--- config.mk ---
export PLATFORM = sky130hd
export DESIGN_NAME = dice_hand_sampler
export DESIGN_NICKNAME = d
export VERILOG_FILES = /design/src/rtl/dice_hand_sampler.sv
export SDC_FILE = /design/constraint.sdc
export NUM_CORES = 1
export LEC_CHECK = 0
export ABC_AREA = 1
export BUFFER_PORTS_ARGS = -buffer_cell sky130_fd_sc_hd__buf_4
export CORE_UTILIZATION = 50
export DETAILED_ROUTE_END_ITERATION = 7
export GPL_ROUTABILITY_DRIVEN = 0
export PLACE_DENSITY_LB_ADDON = 0.08
export SYNTH_ARGS = -nofsm -noshare
export SYNTH_HDL_FRONTEND = slang
export SYNTH_SLANG_ARGS = --single-unit
--- constraint.sdc ---
create_clock -name clk -period 1.7 [get_ports clk]
set_input_delay 0.255 -clock clk [delete_from_list [all_inputs] [get_ports clk]]
set_output_delay 0.255 -clock clk [all_outputs]
set_load 0.1 [all_outputs]
--- src/rtl/dice_hand_sampler.sv ---
// dice_hand_sampler: debounces a roll button, draws three dice (1..6) from a
// free-running Galois LFSR by rejection sampling, and offers the hand to the
// downstream detector over a valid/ready handshake. The hand stays frozen
// until the detector accepts it.
module dice_hand_sampler #(
  parameter int unsigned MAX_COUNT  = 10000,
  parameter logic [15:0] LFSR_RESET = 16'hACE1
) (
  input  logic       clk,
  input  logic       rst_n,
  input  logic       ena,
  input  logic       roll_btn,
  input  logic       seed_load,
  input  logic [7:0] seed,
  output logic       hand_valid,
  input  logic       hand_ready,
  output logic [2:0] die0,
  output logic [2:0] die1,
  output logic [2:0] die2,
  output logic       busy
);

  localparam logic [15:0] CNT_LAST  = 16'(MAX_COUNT - 32'd1);
  localparam logic [15:0] LFSR_MASK = 16'hB400;

  typedef enum logic [1:0] {
    IDLE  = 2'd0,
    ROLL  = 2'd1,
    VALID = 2'd2
  } state_t;

  // One right-shift step of the Galois LFSR.
  function automatic logic [15:0] lfsr_step(input logic [15:0] s);
    return (s >> 1) ^ (s[0] ? LFSR_MASK : 16'h0000);
  endfunction

  logic        sync1_q, sync2_q;
  logic        deb_q, deb_d;
  logic [15:0] cnt_q, cnt_d;
  logic        press_q, press_d;
  logic [15:0] lfsr_q, lfsr_d;
  state_t      state_q;
  logic [1:0]  idx_q;
  logic [2:0]  die0_q, die1_q, die2_q;
  logic        valid_q, busy_q;
  logic [2:0]  roll_r_s;
  logic        accept_s;

  // Debounce next state: count consecutive disagreeing samples, flip on the last one.
  always_comb begin
    cnt_d   = cnt_q;
    deb_d   = deb_q;
    press_d = 1'b0;
    if (sync2_q != deb_q) begin
      if (cnt_q == CNT_LAST) begin
        deb_d   = ~deb_q;
        cnt_d   = 16'h0000;
        press_d = ~deb_q;
      end else begin
        cnt_d = cnt_q + 16'h0001;
      end
    end else begin
      cnt_d = 16'h0000;
    end
  end

  // LFSR next state: a seed load is honoured only while idle and wins over the shift.
  always_comb begin
    lfsr_d = lfsr_step(lfsr_q);
    if ((state_q == IDLE) && seed_load) begin
      lfsr_d = {seed, ~seed};
    end else begin
      lfsr_d = lfsr_step(lfsr_q);
    end
  end

  // Candidate die value comes from the LFSR before this cycle's shift; 0 and 7 are rejected.
  always_comb begin
    roll_r_s = lfsr_q[2:0];
    accept_s = (lfsr_q[2:0] != 3'd0) && (lfsr_q[2:0] != 3'd7);
  end

  // Input synchronizer, debounce counter, press pulse and LFSR, all frozen while ena is low.
  always_ff @(posedge clk or negedge rst_n) begin
    if (!rst_n) begin
      sync1_q <= 1'b0;
      sync2_q <= 1'b0;
      deb_q   <= 1'b0;
      cnt_q   <= 16'h0000;
      press_q <= 1'b0;
      lfsr_q  <= LFSR_RESET;
    end else if (ena) begin
      sync1_q <= roll_btn;
      sync2_q <= sync1_q;
      deb_q   <= deb_d;
      cnt_q   <= cnt_d;
      press_q <= press_d;
      lfsr_q  <= lfsr_d;
    end
  end

  // Hand FSM with registered dice, hand_valid and busy.
  always_ff @(posedge clk or negedge rst_n) begin
    if (!rst_n) begin
      state_q <= IDLE;
      idx_q   <= 2'd0;
      die0_q  <= 3'd0;
      die1_q  <= 3'd0;
      die2_q  <= 3'd0;
      valid_q <= 1'b0;
      busy_q  <= 1'b0;
    end else if (ena) begin
      case (state_q)
        IDLE: begin
          if (press_q) begin
            state_q <= ROLL;
            idx_q   <= 2'd0;
            busy_q  <= 1'b1;
          end
        end
        ROLL: begin
          if (accept_s) begin
            case (idx_q)
              2'd0:    die0_q <= roll_r_s;
              2'd1:    die1_q <= roll_r_s;
              default: die2_q <= roll_r_s;
            endcase
            if (idx_q == 2'd2) begin
              state_q <= VALID;
              valid_q <= 1'b1;
            end else begin
              idx_q <= idx_q + 2'd1;
            end
          end
        end
        VALID: begin
          if (hand_ready) begin
            state_q <= IDLE;
            valid_q <= 1'b0;
            busy_q  <= 1'b0;
          end
        end
        default: begin
          state_q <= IDLE;
          idx_q   <= 2'd0;
          valid_q <= 1'b0;
          busy_q  <= 1'b0;
        end
      endcase
    end
  end

  assign hand_valid = valid_q;
  assign busy       = busy_q;
  assign die0       = die0_q;
  assign die1       = die1_q;
  assign die2       = die2_q;

endmodule

==> summary.md <==
| Metric | Value |
|---|---|
| Drt pass-1 iters | 4 |
| Share of the synthesized area in the top cell type | 39.6% |
| DR vias/cell | 5.11 |
| Gr usage total | about 20% |
| Leak pwr | 1.48 nW |
| Post-placement cell area | 2950 um2 |
| Crit path DAT | 1.69 ns |
| Pint | about 2.2 mW |
| Setup bufs post-CTS | 0 |
| Cells after Synth | 325 |
| Post-synth net total | approximately 340 |
| Row cnt | 26 |
| Layout filler cell count | 486 |
| Final WL | 5220 um |
| Distinct cells, synth | 34 |
| Net Sw Power | 1.56 mW |
| Crit share post-route | 85.4% |
| Top sig layer | met4 |
| Layout overhead on the synthesized area | 13.0% |
| Synth area leader | dfrtp_1 |
| FMAX | 689 MHz |
| Seq cells post-synth | 51 |
| Met3 wire len | 138 um |
| CTS Sinks | 51 |
| Vias post-DR | around 2200 |
| Flop pwr share | a little over two fifths |
| DRC violations left | 0 |
| Tmin final | 1.45 ns |
| Max Cap Viol | 0 |
| M1 wire length | between 2000 and 3000 um |
| Final setup violation count | 0 |
| Port bufs | 24 |
| Synth area leaders | dfrtp_1 (40%), nand2_1 (13%), dfstp_2 (7.7%), o21ai_0 (4.8%), nor2_1 (4.4%) |
| Inserted Clock Buffers | 5 |
| Total negative slack | 0 ns |
| Clock power frac | 21.9% |
| Crit-path slowest cell | dfrtp_1 |
| Yosys warnings | 0 |
| Final Cell Area | between 3000 and 4000 um2 |
| Vias in the first global route | 1955 |
| Top-count cell post-synth | nand2_1 |
| Total power | 3.79 mW |
| Die W | 75.7 um |
| First-pass GRT wire length | 8820 um |
| Combinational Power Share | 35.8% |
| Sequential share of the synthesized area | a little under half |
| Unrepaired setup endpoints after global routing | false |
| CP max FO | 10 |
| Initial Util | a little over half |
| Async set-reset flop share out of synthesis | 100% |
| Required time of the worst setup path | 1.94 ns |
| Clock skew | 0.00676 ns |
| Boundary Pins | 25 |
| Critical path capture point type | register |
| Syn Area/Cell | approximately 8.4 um2 |
| Mean routed wirelength per cell | 12.3 um |
| EDFF count, synth | 0 |
| H-Tree Level Count | 2 |
| Final Max Slew Viols | 0 |
| Worst Tran Pin Value | 0.646 ns |
| Largest net degree at the start of global routing | 52 |
| Worst Hold Class | input port to register |
| Root buffer cell | clkbuf_8 |
| Die area | between 5000 and 6000 um2 |
| Layout cells sized above 1 | 19.2% |
| Synth Cell Area | 2720 um2 |
| Routed Antenna Nets | 0 |
| Nets | around 370 |
| Initial DRC count | 76 |
| Worst vdd ir | 1.28 mV |
| Max incr delay on CP | 0.42 ns |
| Synth cell count leaders | nand2_1 (97), dfrtp_1 (43), nor2_1 (32) |
| WL met2 | about 2200 um |
| Initial antenna violation count | 0 |
| Primary FF master, synth | dfrtp_1 |
| Longest Clk Path Bufs | 2 |
| P per Cell Area | 1240 nW/um2 |
| TritonCTS clock tree | done |
| Post-DP HPWL | 3700 um |
| Clock Latency Late Sink | 0.30 ns |
| ANT cells | 0 |
| Hold Vio Cnt, Final | 0 |
| Outcome | completed |
| Slew headroom | 56.9% |
| Gr ovfl total | 0 |
| Setup CP Type | register to register |
| CP Cell Sequence | ha_1 > nand3_4 > nor2_4 > a21oi_4 > nand3_1 > nand2_1 |
| Core area | 5170 um2 |
| Die extent in y | 75.7 um |
| Sw Share | 41.2% |
| Startpoint Class | register |
| Clk slew on worst S/H paths | 0.09 ns |
## critical path: cells and delay by family, from the launching register on
family	cells	cell delay, ns
AO/OA/AOI/OAI	1	0.30
AND/OR/NAND/NOR	4	0.40
flip-flops	1	0.42
adder cells (fa/ha/maj)	1	0.27
## final timing paths
kind                                        start                     end  slack, ns  cells after the start
min reg2reg                lfsr_q[10]$_DFFE_PN1P_  lfsr_q[10]$_DFFE_PN1P_       0.48                      2
max                          cnt_q[0]$_DFFE_PN0P_   cnt_q[13]$_DFFE_PN0P_       0.25                      6
min                                      roll_btn     sync1_q$_DFFE_PN0P_       0.15                      3
max reg2reg                  cnt_q[0]$_DFFE_PN0P_   cnt_q[13]$_DFFE_PN0P_       0.25                      6
max in group asynchronous                   rst_n   cnt_q[10]$_DFFE_PN0P_       0.75                      2
min in group asynchronous                   rst_n   lfsr_q[4]$_DFFE_PN0P_       0.52                      2
## per-stage QoR
step	utilization, %	hold slack, ns	std cells	worst slack [ns]
after floorplan	-	-0.0406	325	0.400
after global placement	57.1	0.330	415	0.293
after detailed placement	57.1	0.326	415	0.238
after CTS	59.3	0.146	424	0.230
after global routing	59.3	0.160	424	0.0848
final	59.3	0.149	424	0.249
## logic make-up (layout without fill, tap and decap cells)
| group | after synthesis | after routing | synth area share [%] |
|---|---|---|---|
| AOI/OAI and AO/OA | 57 | 57 | 12.9 |
| buffers and inverters | 33 | 62 | 5.58 |
| and+or+nand+nor | 172 | 172 | 29.7 |
| DFF | 51 | 51 | 47.4 |
| adders and majority gates | 4 | 4 | 1.84 |
| xor gates and xnor gates | 8 | 8 | 2.58 |
## layer usage
layer	global-route usage, %	vias to the layer above
li1	-	1112
met1	29.3	1019
met2	32.0	29
met3	3.17	8
met4	6.17	0
met5	0	-
## sequential cells by signal (all words and copies together) (netlist names)
signal / cells
idx_q: 2
busy: 1
press_q: 1
die1: 3
cnt_q: 16
sync1_q: 1
state_q: 2
hand_valid: 1
die0: 3
die2: 3
sync2_q: 1
deb_q: 1
lfsr_q: 16
## what timing repair did
item / CTS / global route
hold buffers: 1 / 0
gates resized for setup: 0 / 0
hold endpoints to repair: 31 / 0
## area by class of cell
| cell class | count | area, um2 | area share (%) |
|---|---|---|---|
| inverter | 26 | 97.6 | 3.18 |
| sequential | 51 | 1290 | 41.9 |
| timing repair buffer | 28 | 213 | 6.93 |
| clock inverter | 1 | 30.0 | 0.979 |
| multi-input combinational | 241 | 1280 | 41.6 |
| tap | 70 | 87.6 | 2.85 |
| clock buffer | 7 | 76.3 | 2.49 |
## cell usage in the layout (no fill, tap or decap), types with 6 or more instances in the layout
master,synthesis,layout
nand2_1,97,97
dfrtp_1,43,43
nor2_1,32,32
buf_4,0,27
o21ai_0,26,26
inv_1,23,23
nand3_1,19,19
o21ai_1,9,9
a21oi_1,9,9
dfstp_2,8,8
nand4_1,6,6
## power by group through the flow
stage               logic, mW  clock network [mW]  registers [mW]
finish                   1.36               0.833            1.60
global placement         1.35                   0            1.62
global route             1.47               0.896            1.63
detailed placement       1.36                   0            1.63
CTS                      1.37               0.851            1.61
floorplan               0.560                   0            2.14
No activity file was read; power rests on OpenSTA's default activity.
